===== src/rtl/inertial_integrator_pkg.sv =====
// Shared types and constants for the balance-controller front end.
// Package name is segway_pkg so the rest of the controller can import it too.
package segway_pkg;

   // Calibration / run modes of the inertial integrator.
   typedef enum logic {
      CAL = 1'b0,
      RUN = 1'b1
   } state_e;

   // Accelerometer-to-pitch scale: pitch ~= az * ACC_GAIN >>> ACC_SHIFT.
   localparam int ACC_GAIN  = 327;
   localparam int ACC_SHIFT = 13;

   // Integrator: INT_W bits total, INT_FRAC fractional bits below ptch.
   localparam int INT_W    = 27;
   localparam int INT_FRAC = 11;

   // Number of samples averaged at start-up is 2**cal_shift(fast_sim).
   function automatic int cal_shift(input bit fast_sim);
      return fast_sim ? 4 : 10;
   endfunction

endpackage


===== src/rtl/inertial_integrator_gyro_cal.sv =====
// Gyro offset calibration: averages the first 2**CAL_SHIFT rate samples
// after reset and holds the result as the gyro offset.
module gyro_cal
   import segway_pkg::*;
#(
   parameter int CAL_SHIFT = 4
) (
   input  logic        clk,
   input  logic        rst_n,
   input  logic        i_vld,
   input  logic [15:0] i_rt_raw,
   output logic [15:0] o_offset,
   output logic        o_fire,
   output logic        o_done
);

   localparam int SUM_W = 16 + CAL_SHIFT;

   logic signed [SUM_W-1:0]     r_sum;
   logic        [CAL_SHIFT-1:0] r_cnt;
   logic        [15:0]          r_offset;
   logic                        r_done;

   logic signed [SUM_W-1:0]     w_rt_ext;
   logic signed [SUM_W-1:0]     w_sum_next;
   logic                        w_take;

   assign w_take     = i_vld && !r_done;
   assign w_rt_ext   = {{CAL_SHIFT{i_rt_raw[15]}}, i_rt_raw};
   assign w_sum_next = r_sum + w_rt_ext;
   // The last sample of the window is the one seen with the counter all-ones.
   assign o_fire     = w_take && (r_cnt == '1);
   assign o_offset   = r_offset;
   assign o_done     = r_done;

   // Accumulate samples; on the last one latch the average (sum >>> CAL_SHIFT).
   always_ff @(posedge clk) begin
      // NOTE: sequential state uses non-blocking assignments so every register
      // samples the pre-edge values regardless of statement order.
      if (!rst_n) begin
         r_sum    <= '0;
         r_cnt    <= '0;
         r_offset <= '0;
         r_done   <= 1'b0;
      end else if (w_take) begin
         r_sum <= w_sum_next;
         r_cnt <= r_cnt + 1'b1;
         if (o_fire) begin
            // Bits [CAL_SHIFT+15:CAL_SHIFT] are the low 16 bits of sum >>> CAL_SHIFT.
            r_offset <= w_sum_next[CAL_SHIFT+15:CAL_SHIFT];
            r_done   <= 1'b1;
         end
      end
   end

endmodule


===== src/rtl/inertial_integrator.sv =====
// Inertial integrator: offset-compensates and integrates gyro pitch rate,
// pulling the integral toward accelerometer-derived pitch by a fixed step
// per sample to cancel drift.
// Optional feature macro: GYRO_CAL_EN -- when defined, the gyro offset is
// averaged at start-up (CAL state); otherwise PTCH_RT_OFFSET is used.
module inertial_integrator
   import segway_pkg::*;
#(
   parameter bit          fast_sim       = 1'b1,
   parameter logic [15:0] PTCH_RT_OFFSET = 16'h0050,
   parameter logic [15:0] AZ_OFFSET      = 16'h00A0,
   parameter int          FUSION_GAIN    = 1024
) (
   input  logic        clk,
   input  logic        rst_n,
   input  logic        vld,
   input  logic [15:0] ptch_rt_raw,
   input  logic [15:0] AZ_raw,
   output logic [15:0] ptch,
   output logic [15:0] ptch_rt,
   output logic        ptch_vld,
   output logic        cal_done
);

   localparam logic signed [25:0]      ACC_GAIN_S = 26'(ACC_GAIN);
   localparam logic signed [INT_W-1:0] FUS_POS    = INT_W'(FUSION_GAIN);
   localparam logic signed [INT_W-1:0] FUS_NEG    = -FUS_POS;

   logic signed [INT_W-1:0] r_int;
   logic        [15:0]      r_ptch;
   logic        [15:0]      r_ptch_rt;
   logic                    r_ptch_vld;

   logic        [15:0]      w_offset;
   logic                    w_run;
   logic        [15:0]      w_rt_comp;
   logic        [15:0]      w_az_comp;
   logic signed [25:0]      w_az_ext;
   logic signed [25:0]      w_acc_prod;
   logic signed [25:0]      w_acc_ptch;
   logic signed [25:0]      w_ptch_ext;
   logic signed [INT_W-1:0] w_rt_ext;
   logic signed [INT_W-1:0] w_fus;
   logic signed [INT_W-1:0] w_int_next;
   logic                    w_update;

`ifdef GYRO_CAL_EN
   localparam int CAL_SHIFT = cal_shift(fast_sim);

   state_e r_state;
   state_e w_state_next;
   logic   w_cal_fire;

   gyro_cal #(
      .CAL_SHIFT (CAL_SHIFT)
   ) u_gyro_cal (
      .clk      (clk),
      .rst_n    (rst_n),
      .i_vld    (vld && (r_state == CAL)),
      .i_rt_raw (ptch_rt_raw),
      .o_offset (w_offset),
      .o_fire   (w_cal_fire),
      .o_done   (cal_done)
   );

   // State register: reset always restarts calibration.
   always_ff @(posedge clk) begin
      if (!rst_n) r_state <= CAL;
      else        r_state <= w_state_next;
   end

   // Next state: leave CAL on the edge that captures the last calibration sample.
   always_comb begin
      // NOTE: default assignment first so no path leaves the variable unassigned
      // (which would infer a latch).
      w_state_next = r_state;
      if ((r_state == CAL) && w_cal_fire) w_state_next = RUN;
   end

   assign w_run = (r_state == RUN);
`else
   assign w_offset = PTCH_RT_OFFSET;
   assign w_run    = 1'b1;
   assign cal_done = 1'b1;
`endif

   // Compensated rate and accelerometer pitch estimate.
   assign w_rt_comp  = ptch_rt_raw - w_offset;
   assign w_az_comp  = AZ_raw - AZ_OFFSET;
   assign w_az_ext   = {{10{w_az_comp[15]}}, w_az_comp};
   assign w_acc_prod = w_az_ext * ACC_GAIN_S;
   assign w_acc_ptch = w_acc_prod >>> ACC_SHIFT;
   assign w_ptch_ext = {{10{r_ptch[15]}}, r_ptch};

   // Fusion step: nudge the integral one fixed step toward accelerometer pitch.
   always_comb begin
      w_fus = '0;
      if (w_acc_ptch > w_ptch_ext)      w_fus = FUS_POS;
      else if (w_acc_ptch < w_ptch_ext) w_fus = FUS_NEG;
   end

   assign w_rt_ext   = {{(INT_W-16){w_rt_comp[15]}}, w_rt_comp};
   assign w_int_next = r_int - w_rt_ext + w_fus;
   assign w_update   = vld && w_run;

   // Integrator and output registers, all advanced by the same accepted sample.
   always_ff @(posedge clk) begin
      if (!rst_n) begin
         r_int      <= '0;
         r_ptch     <= '0;
         r_ptch_rt  <= '0;
         r_ptch_vld <= 1'b0;
      end else begin
         r_ptch_vld <= w_update;
         if (w_update) begin
            r_int     <= w_int_next;
            r_ptch    <= w_int_next[INT_W-1:INT_FRAC];
            r_ptch_rt <= w_rt_comp;
         end
      end
   end

   assign ptch     = r_ptch;
   assign ptch_rt  = r_ptch_rt;
   assign ptch_vld = r_ptch_vld;

endmodule


===== config.mk =====
export PLATFORM = sky130hd
export DESIGN_NAME = inertial_integrator
export DESIGN_NICKNAME = d
export VERILOG_FILES = /design/src/rtl/inertial_integrator_pkg.sv /design/src/rtl/inertial_integrator_gyro_cal.sv /design/src/rtl/inertial_integrator.sv
export SDC_FILE = /design/constraint.sdc
export NUM_CORES = 1
export LEC_CHECK = 0
export BUFFER_PORTS_ARGS = -buffer_cell sky130_fd_sc_hd__buf_2
export CAP_MARGIN = 20
export CORE_MARGIN = 5
export CORE_UTILIZATION = 45
export CTS_CLUSTER_DIAMETER = 60
export DETAILED_ROUTE_END_ITERATION = 8
export SETUP_SLACK_MARGIN = 0.02
export SYNTH_ARGS = -nofsm -noshare
export SYNTH_HDL_FRONTEND = slang
export SYNTH_HIERARCHICAL = 1
export SYNTH_SLANG_ARGS = --single-unit

===== constraint.sdc =====
create_clock -name clk -period 22.1 [get_ports clk]
set_clock_uncertainty 0.15 [all_clocks]
set_input_delay 4.42 -clock clk [delete_from_list [all_inputs] [get_ports clk]]
set_output_delay 4.42 -clock clk [all_outputs]
set_load 0.01 [all_outputs]

==> out/qor.log, run 1 <==
qor: outcome.run_status finished, final reports clean
qor: clocking.ctsHoldBuffers 0
qor: synth.yosysWarningCount 6
qor: hold_path.hold_end r_int[7]
qor: setup_path.worst-endpoint-arrival 14.41 ns
qor: setup_path.reg2reg_slack 16.91 ns
qor: setup_path.worst_path_max_delay_cell sky130_fd_sc_hd__fa_1
qor: layout.antenna-diode-count 0
qor: synth.synthDominantCellAreaShare 23.1%
qor: route.wire_per_inst 15.1 um
qor: synth.synthesis.instances 784
qor: setup_path.worstPathRequired 22.11 ns
qor: setup_path.critPathCaptureType flip-flop
qor: setup_path.timing.critical_path.fanout_max 12
qor: synth.syn-cell-area 6940 sq um
qor: hold_path.hold_depth 2
qor: synth.synth-seq-area-share 12.7%
qor: synth.synth-seq-cells 44
qor: timing.slew_headroom 42.8%
qor: clocking.clk_latency 0.29 ns
qor: setup_path.timing.setup.critical_path_class in2reg
qor: run.max_cap_violations 0
qor: synth.syn_nets 1005
qor: route.detailedRoute.firstIterationViolations 191
qor: die.io_pins 69
qor: die.die_height 134 um
qor: synth.async_flop_share 0%
qor: setup_path.path_common_cell sky130_fd_sc_hd__ha_1
qor: global_route.antenna_found_initial 0
qor: route.drt.antenna.violating_nets 0
qor: hold_path.holdCritPathClass reg2reg
qor: clocking.cts.repair_timing.setup_buffer_count 0
qor: synth.netlist-cell-type-count 72
qor: synth.synth_flop_cell sky130_fd_sc_hd__dfxtp_1
qor: setup_path.rr_worst_depth 17
qor: clocking.clk_root_buffer_cell sky130_fd_sc_hd__clkbuf_16
qor: layout.layout_commonest_cell sky130_fd_sc_hd__inv_1
qor: clocking.clock_tree_from_tritoncts built
qor: timing.fin_worst_hold_slack 0.332 ns
qor: global_route.number_of_global_route_vias_before_repair 5618
qor: die.die_width 134 um
qor: global_route.grtUsageTotal 17.6%
qor: die.die-area 18000 sq um
qor: synth.synth_edf_count 0
qor: placed_design.gp_congestion 0.902
qor: clocking.cts.clk_slew.worst_paths 0.07 ns
qor: die.fp-row-count 45
qor: timing.report.final.hold_viol_count 0
qor: clocking.clock_sink_count 44
qor: setup_path.rr_startpoint r_int[26]
qor: setup_path.cp-start-kind primary input
qor: clocking.cts-resized-gates 0
qor: route.drc 0
qor: die.core_region_area 15100 sq um
qor: power_and_ir_drop.powerDensity 155 nW/um^2
qor: layout.most-common-layout-cells sky130_fd_sc_hd__inv_1 (135), sky130_fd_sc_hd__ha_1 (128), sky130_fd_sc_hd__buf_2 (67), sky130_fd_sc_hd__nor2_1 (63), sky130_fd_sc_hd__fa_1 (58)
qor: timing.maximum_clock_frequency 69.5 MHz
qor: timing.max_slew.worst_pin.slew 0.858 ns
qor: synth.post_synthesis_mean_instance_area 8.86 sq um
qor: global_route.grt_max_degree 53
qor: timing.fin_setup_tns 0 ns
qor: layout.drive_gt1_share 13.0%
qor: setup_path.cpPeakStageDelay 0.54 ns
qor: power_and_ir_drop.power.static_leakage 3.84 nW
qor: clocking.cts_buffer_depth 2
qor: setup_path.reg2reg_to r_int[24]
qor: power_and_ir_drop.totalPowerFinal 0.00117 W
qor: placed_design.placement.io_buffers 67
qor: layout.nFillCells 1475
qor: timing.setup_viol 0
qor: clocking.cts_htree_levels 2
qor: global_route.globalRouteOverflowTotal 0
qor: global_route.wire_length_of_the_first_global_routing_pass 26600 um
qor: synth.most_area_consuming_cells_after_synthesis sky130_fd_sc_hd__ha_1 (23%), sky130_fd_sc_hd__fa_1 (17%), sky130_fd_sc_hd__dfxtp_1 (13%), sky130_fd_sc_hd__inv_1 (7.3%), sky130_fd_sc_hd__xnor2_1 (4.2%)
qor: synth.netlist.top_cell.by_area sky130_fd_sc_hd__ha_1
qor: route.route.vias.total 5383
qor: clocking.numCtsBuffers 5
qor: layout.nets 1050
qor: placed_design.dpl.cell_count 1008
qor: placed_design.dp.final_hpwl 13100 um
qor: power_and_ir_drop.power.ir.vdd_worst 0.0721 mV
qor: route.routed_wirelength 15400 um
qor: timing.layout_min_cycle_time 14.40 ns
qor: timing.setup_repair_after_global_routing_missed_its_margin false
qor: layout.syn2layout_area_growth 8.77%
qor: hold_path.hold_start r_int[7]
qor: die.initial_standard_cell_utilization_of_the_core 45.8%
qor: route.detail_route.vias_per_cell 5.29
qor: layout.final_cells 1018
qor: timing.final.period_utilization 65.2%
qor: timing.timing_max_transition_violations_final 0
qor: layout.finish.utilization 49.9%
qor: route.first_pass_iters 4
-- per-layer routing --
layer	global-route usage (%)	wire, um
met5	0	0
met4	3.51	187
met3	2.03	501
met2	31.6	7590
met1	22.9	7120
-- worst max path at each step --
stage	startpoint	endpoint	slack [ns]	cells past startpoint
after CTS	AZ_raw[5]	r_int[24]	7.47	37
after detailed placement	AZ_raw[5]	r_int[24]	7.18	37
after floorplan	AZ_raw[5]	r_int[23]	8.01	36
final	AZ_raw[5]	r_int[24]	7.70	39
after global routing	AZ_raw[5]	r_int[24]	6.95	39
after global placement	AZ_raw[5]	r_int[24]	7.54	37
-- where the power goes --
| part | switching (W) | leakage, nW | total (W) | internal (W) |
|---|---|---|---|---|
| sequential | 0.0000166 | 0.364 | 0.000113 | 0.0000964 |
| combinational | 0.000549 | 3.39 | 0.000967 | 0.000418 |
| clock | 0.0000345 | 0.0840 | 0.0000882 | 0.0000538 |
| total | 0.000600 | 3.84 | 0.00117 | 0.000569 |
-- metrics by stage --
step	setup slack, ns	area, sq um
after global placement	7.54	7350
after detailed placement	7.18	7350
after global routing	6.95	7550
final	7.70	7550
after CTS	7.47	7520
after floorplan	8.01	6940
-- state kept, by name, indices dropped and copies added (netlist names) --
name and count:
ptch_rt 16, ptch_vld 1, r_int 27
-- cells by family after synthesis --
group | after synthesis | share of synthesized area [%]
simple gates | 165 | 12.0
fa+ha+maj | 186 | 39.8
mux | 18 | 2.63
flops | 44 | 12.7
compound gates | 146 | 15.6
other cells | 1 | 0.0540
buf+inv | 168 | 10.0
xor+xnor | 56 | 7.28
-- area by class of cell --
type | instances | area [sq um] | share of cell area, %
Clock inverter | 3 | 47.5 | 0.629
Multi-Input combinational cell | 572 | 5380 | 71.2
Clock buffer | 5 | 125 | 1.66
Timing Repair Buffer | 70 | 378 | 5.00
Sequential cell | 44 | 881 | 11.7
Inverter | 136 | 510 | 6.76
Tap cell | 188 | 235 | 3.11
-- critical path: cells and delay by family --
| family | cells | cell delay, ns |
|---|---|---|
| adder cells (fa/ha/maj) | 10 | 3.86 |
| buffers and inverters | 6 | 0.93 |
| AND/OR/NAND/NOR | 6 | 0.90 |
| AO/OA/AOI/OAI | 14 | 3.33 |
| XOR/XNOR | 3 | 0.93 |
-- cell usage after synthesis (3+ instances only) --
master,instances
sky130_fd_sc_hd__o21a_1,5
sky130_fd_sc_hd__nor2b_1,4
sky130_fd_sc_hd__a21oi_1,31
sky130_fd_sc_hd__o21bai_1,5
sky130_fd_sc_hd__inv_1,135
sky130_fd_sc_hd__nand4_1,6
sky130_fd_sc_hd__or3_1,6
sky130_fd_sc_hd__nor2_1,63
sky130_fd_sc_hd__a21o_1,16
sky130_fd_sc_hd__a211o_1,3
sky130_fd_sc_hd__nand4b_1,4
sky130_fd_sc_hd__o211ai_1,4
sky130_fd_sc_hd__o21ai_1,4
sky130_fd_sc_hd__ha_1,128
sky130_fd_sc_hd__mux2i_1,16
sky130_fd_sc_hd__dfxtp_1,44
sky130_fd_sc_hd__xnor2_1,33
sky130_fd_sc_hd__a211oi_1,20
sky130_fd_sc_hd__fa_1,58
sky130_fd_sc_hd__a31oi_1,5
sky130_fd_sc_hd__nand3_1,23
sky130_fd_sc_hd__buf_4,17
sky130_fd_sc_hd__nand2b_1,7
sky130_fd_sc_hd__nor3_1,9
sky130_fd_sc_hd__clkbuf_1,11
sky130_fd_sc_hd__o21ai_2,3
sky130_fd_sc_hd__o21ai_0,17
sky130_fd_sc_hd__nand2_1,24
sky130_fd_sc_hd__buf_1,4
sky130_fd_sc_hd__xor2_1,21
sky130_fd_sc_hd__nor4_1,3
(Power assumes the default switching activity.)
==> run 2, diff against run 1 <==
Clock period 22.1 ns to 13.4 ns, I/O delays scaled along.
==> run 2 against run 1 <==
Die area unchanged. Cell count about the same. Non-clock buffer count increased by 1. Worst hold slack got worse by 0.010 ns. Sequential power increased by 65%. Largest cell class unchanged.
==> out/qor.log, run 2 (synthesized netlist as in run 1, its figures left out) <==
qor: outcome.run_status finished, final reports clean
qor: route.drc 0
qor: setup_path.timing.setup.critical_path_class in2reg
qor: setup_path.reg2reg_to r_int[26]
qor: timing.layout_min_cycle_time 12.60 ns
qor: setup_path.cpPeakStageDelay 0.56 ns
qor: global_route.globalRouteOverflowTotal 0
qor: timing.fin_worst_hold_slack 0.321 ns
qor: global_route.number_of_global_route_vias_before_repair 5605
qor: hold_path.hold_end r_int[7]
qor: setup_path.reg2reg_slack 8.20 ns
qor: timing.slew_headroom 39.7%
qor: layout.antenna-diode-count 0
qor: timing.fin_setup_tns 0 ns
qor: setup_path.cp-start-kind primary input
qor: clocking.clock_tree_from_tritoncts built
qor: die.io_pins 69
qor: run.max_cap_violations 0
qor: global_route.antenna_found_initial 0
qor: layout.nets 1051
qor: hold_path.hold_start r_int[7]
qor: setup_path.worstPathRequired 13.48 ns
qor: timing.maximum_clock_frequency 79.4 MHz
qor: setup_path.critPathCaptureType flip-flop
qor: timing.max_slew.worst_pin.slew 0.904 ns
qor: timing.report.final.hold_viol_count 0
qor: timing.final.period_utilization 94.0%
qor: layout.layout_commonest_cell sky130_fd_sc_hd__inv_1
qor: route.detail_route.vias_per_cell 5.30
qor: route.wire_per_inst 15.1 um
qor: power_and_ir_drop.power.static_leakage 3.84 nW
qor: die.die_height 134 um
qor: setup_path.timing.critical_path.fanout_max 12
qor: die.die-area 18000 sq um
qor: hold_path.holdCritPathClass reg2reg
qor: setup_path.path_common_cell sky130_fd_sc_hd__ha_1
qor: global_route.grt_max_degree 53
qor: hold_path.hold_depth 2
qor: power_and_ir_drop.power.ir.vdd_worst 0.136 mV
qor: clocking.cts_buffer_depth 2
qor: clocking.cts.repair_timing.setup_buffer_count 0
qor: route.routed_wirelength 15400 um
qor: setup_path.worst-endpoint-arrival 12.68 ns
qor: clocking.clk_root_buffer_cell sky130_fd_sc_hd__clkbuf_16
qor: clocking.cts_htree_levels 2
qor: placed_design.dp.final_hpwl 13100 um
qor: clocking.ctsHoldBuffers 0
qor: placed_design.placement.io_buffers 67
qor: layout.largest_reg_flops 27
qor: die.fp-row-count 45
qor: setup_path.rr_startpoint r_int[26]
qor: clocking.clk_latency 0.29 ns
qor: placed_design.gp_congestion 0.831
qor: die.core_region_area 15100 sq um
qor: setup_path.rr_worst_depth 17
qor: timing.setup_viol 0
qor: clocking.cts.clk_slew.worst_paths 0.07 ns
qor: route.route.vias.total 5400
qor: timing.timing_max_transition_violations_final 0
qor: route.detailedRoute.firstIterationViolations 236
qor: layout.most-common-layout-cells sky130_fd_sc_hd__inv_1 (135), sky130_fd_sc_hd__ha_1 (128), sky130_fd_sc_hd__buf_2 (67), sky130_fd_sc_hd__nor2_1 (63), sky130_fd_sc_hd__fa_1 (58)
qor: clocking.clock_sink_count 44
qor: timing.setup_repair_after_global_routing_missed_its_margin false
qor: power_and_ir_drop.powerDensity 255 nW/um^2
qor: setup_path.worst_path_max_delay_cell sky130_fd_sc_hd__fa_1
qor: layout.registers.top_by_ff_count r_int
qor: route.drt.antenna.violating_nets 0
qor: layout.syn2layout_area_growth 8.77%
qor: route.first_pass_iters 4
qor: global_route.grtUsageTotal 17.6%
qor: layout.drive_gt1_share 13.1%
qor: clocking.numCtsBuffers 5
qor: clocking.cts-resized-gates 0
qor: die.die_width 134 um
qor: layout.nFillCells 1397
qor: die.initial_standard_cell_utilization_of_the_core 45.8%
qor: global_route.wire_length_of_the_first_global_routing_pass 26400 um
## run 2: worst max-delay path: cells and delay by family
kind            cells  cell delay (ns)
compound gates     11             2.73
xor+xnor            2             0.73
fa+ha+maj          10             3.85
buf+inv             6             0.92
mux                 1             0.34
simple gates        9             1.37
## run 2: cell type report
| class | count | area [sq um] | share of cell area (%) |
|---|---|---|---|
| Multi-Input combinational cell | 572 | 5380 | 71.2 |
| Sequential cell | 44 | 881 | 11.7 |
| Inverter | 136 | 510 | 6.76 |
| Timing Repair Buffer | 71 | 378 | 5.00 |
| Tap cell | 188 | 235 | 3.11 |
| Clock buffer | 5 | 125 | 1.66 |
| Clock inverter | 3 | 47.5 | 0.629 |
## run 2: worst max path at each step
stage	from	end	slack [ns]
after floorplan	AZ_raw[5]	r_int[23]	1.05
after global placement	AZ_raw[5]	r_int[24]	0.85
after detailed placement	AZ_raw[5]	r_int[24]	0.49
after CTS	AZ_raw[5]	r_int[26]	0.75
after global routing	AZ_raw[5]	r_int[26]	0.07
final	AZ_raw[5]	r_int[26]	0.80
## run 2: report_power, final
group,internal [W],switching [W],leakage (nW),total [W]
combinational,0.000692,0.000902,3.39,0.00159
sequential,0.000159,0.0000271,0.364,0.000186
clock,0.0000887,0.0000560,0.0840,0.000145
total,0.000940,0.000985,3.84,0.00192
## run 2: per-stage QoR
stage                     cells  setup slack, ns  power [W]  util (%)  cell area (sq um)
after CTS                  1018            0.751    0.00194      49.7               7530
after global placement     1010            0.849    0.00175      48.6               7360
final                      1019            0.802    0.00192      49.9               7550
after global routing       1019           0.0672    0.00216      49.9               7550
after detailed placement   1010            0.492    0.00178      48.6               7360
after floorplan             784             1.05    0.00146         -               6940
## run 2: per-layer routing
layer	up-vias	GRT usage [%]	share of wire, %
li1	2745	-	-
met1	2554	22.9	47
met2	90	31.5	49
met3	11	2.03	3.0
met4	0	3.56	0.97
met5	-	0	0
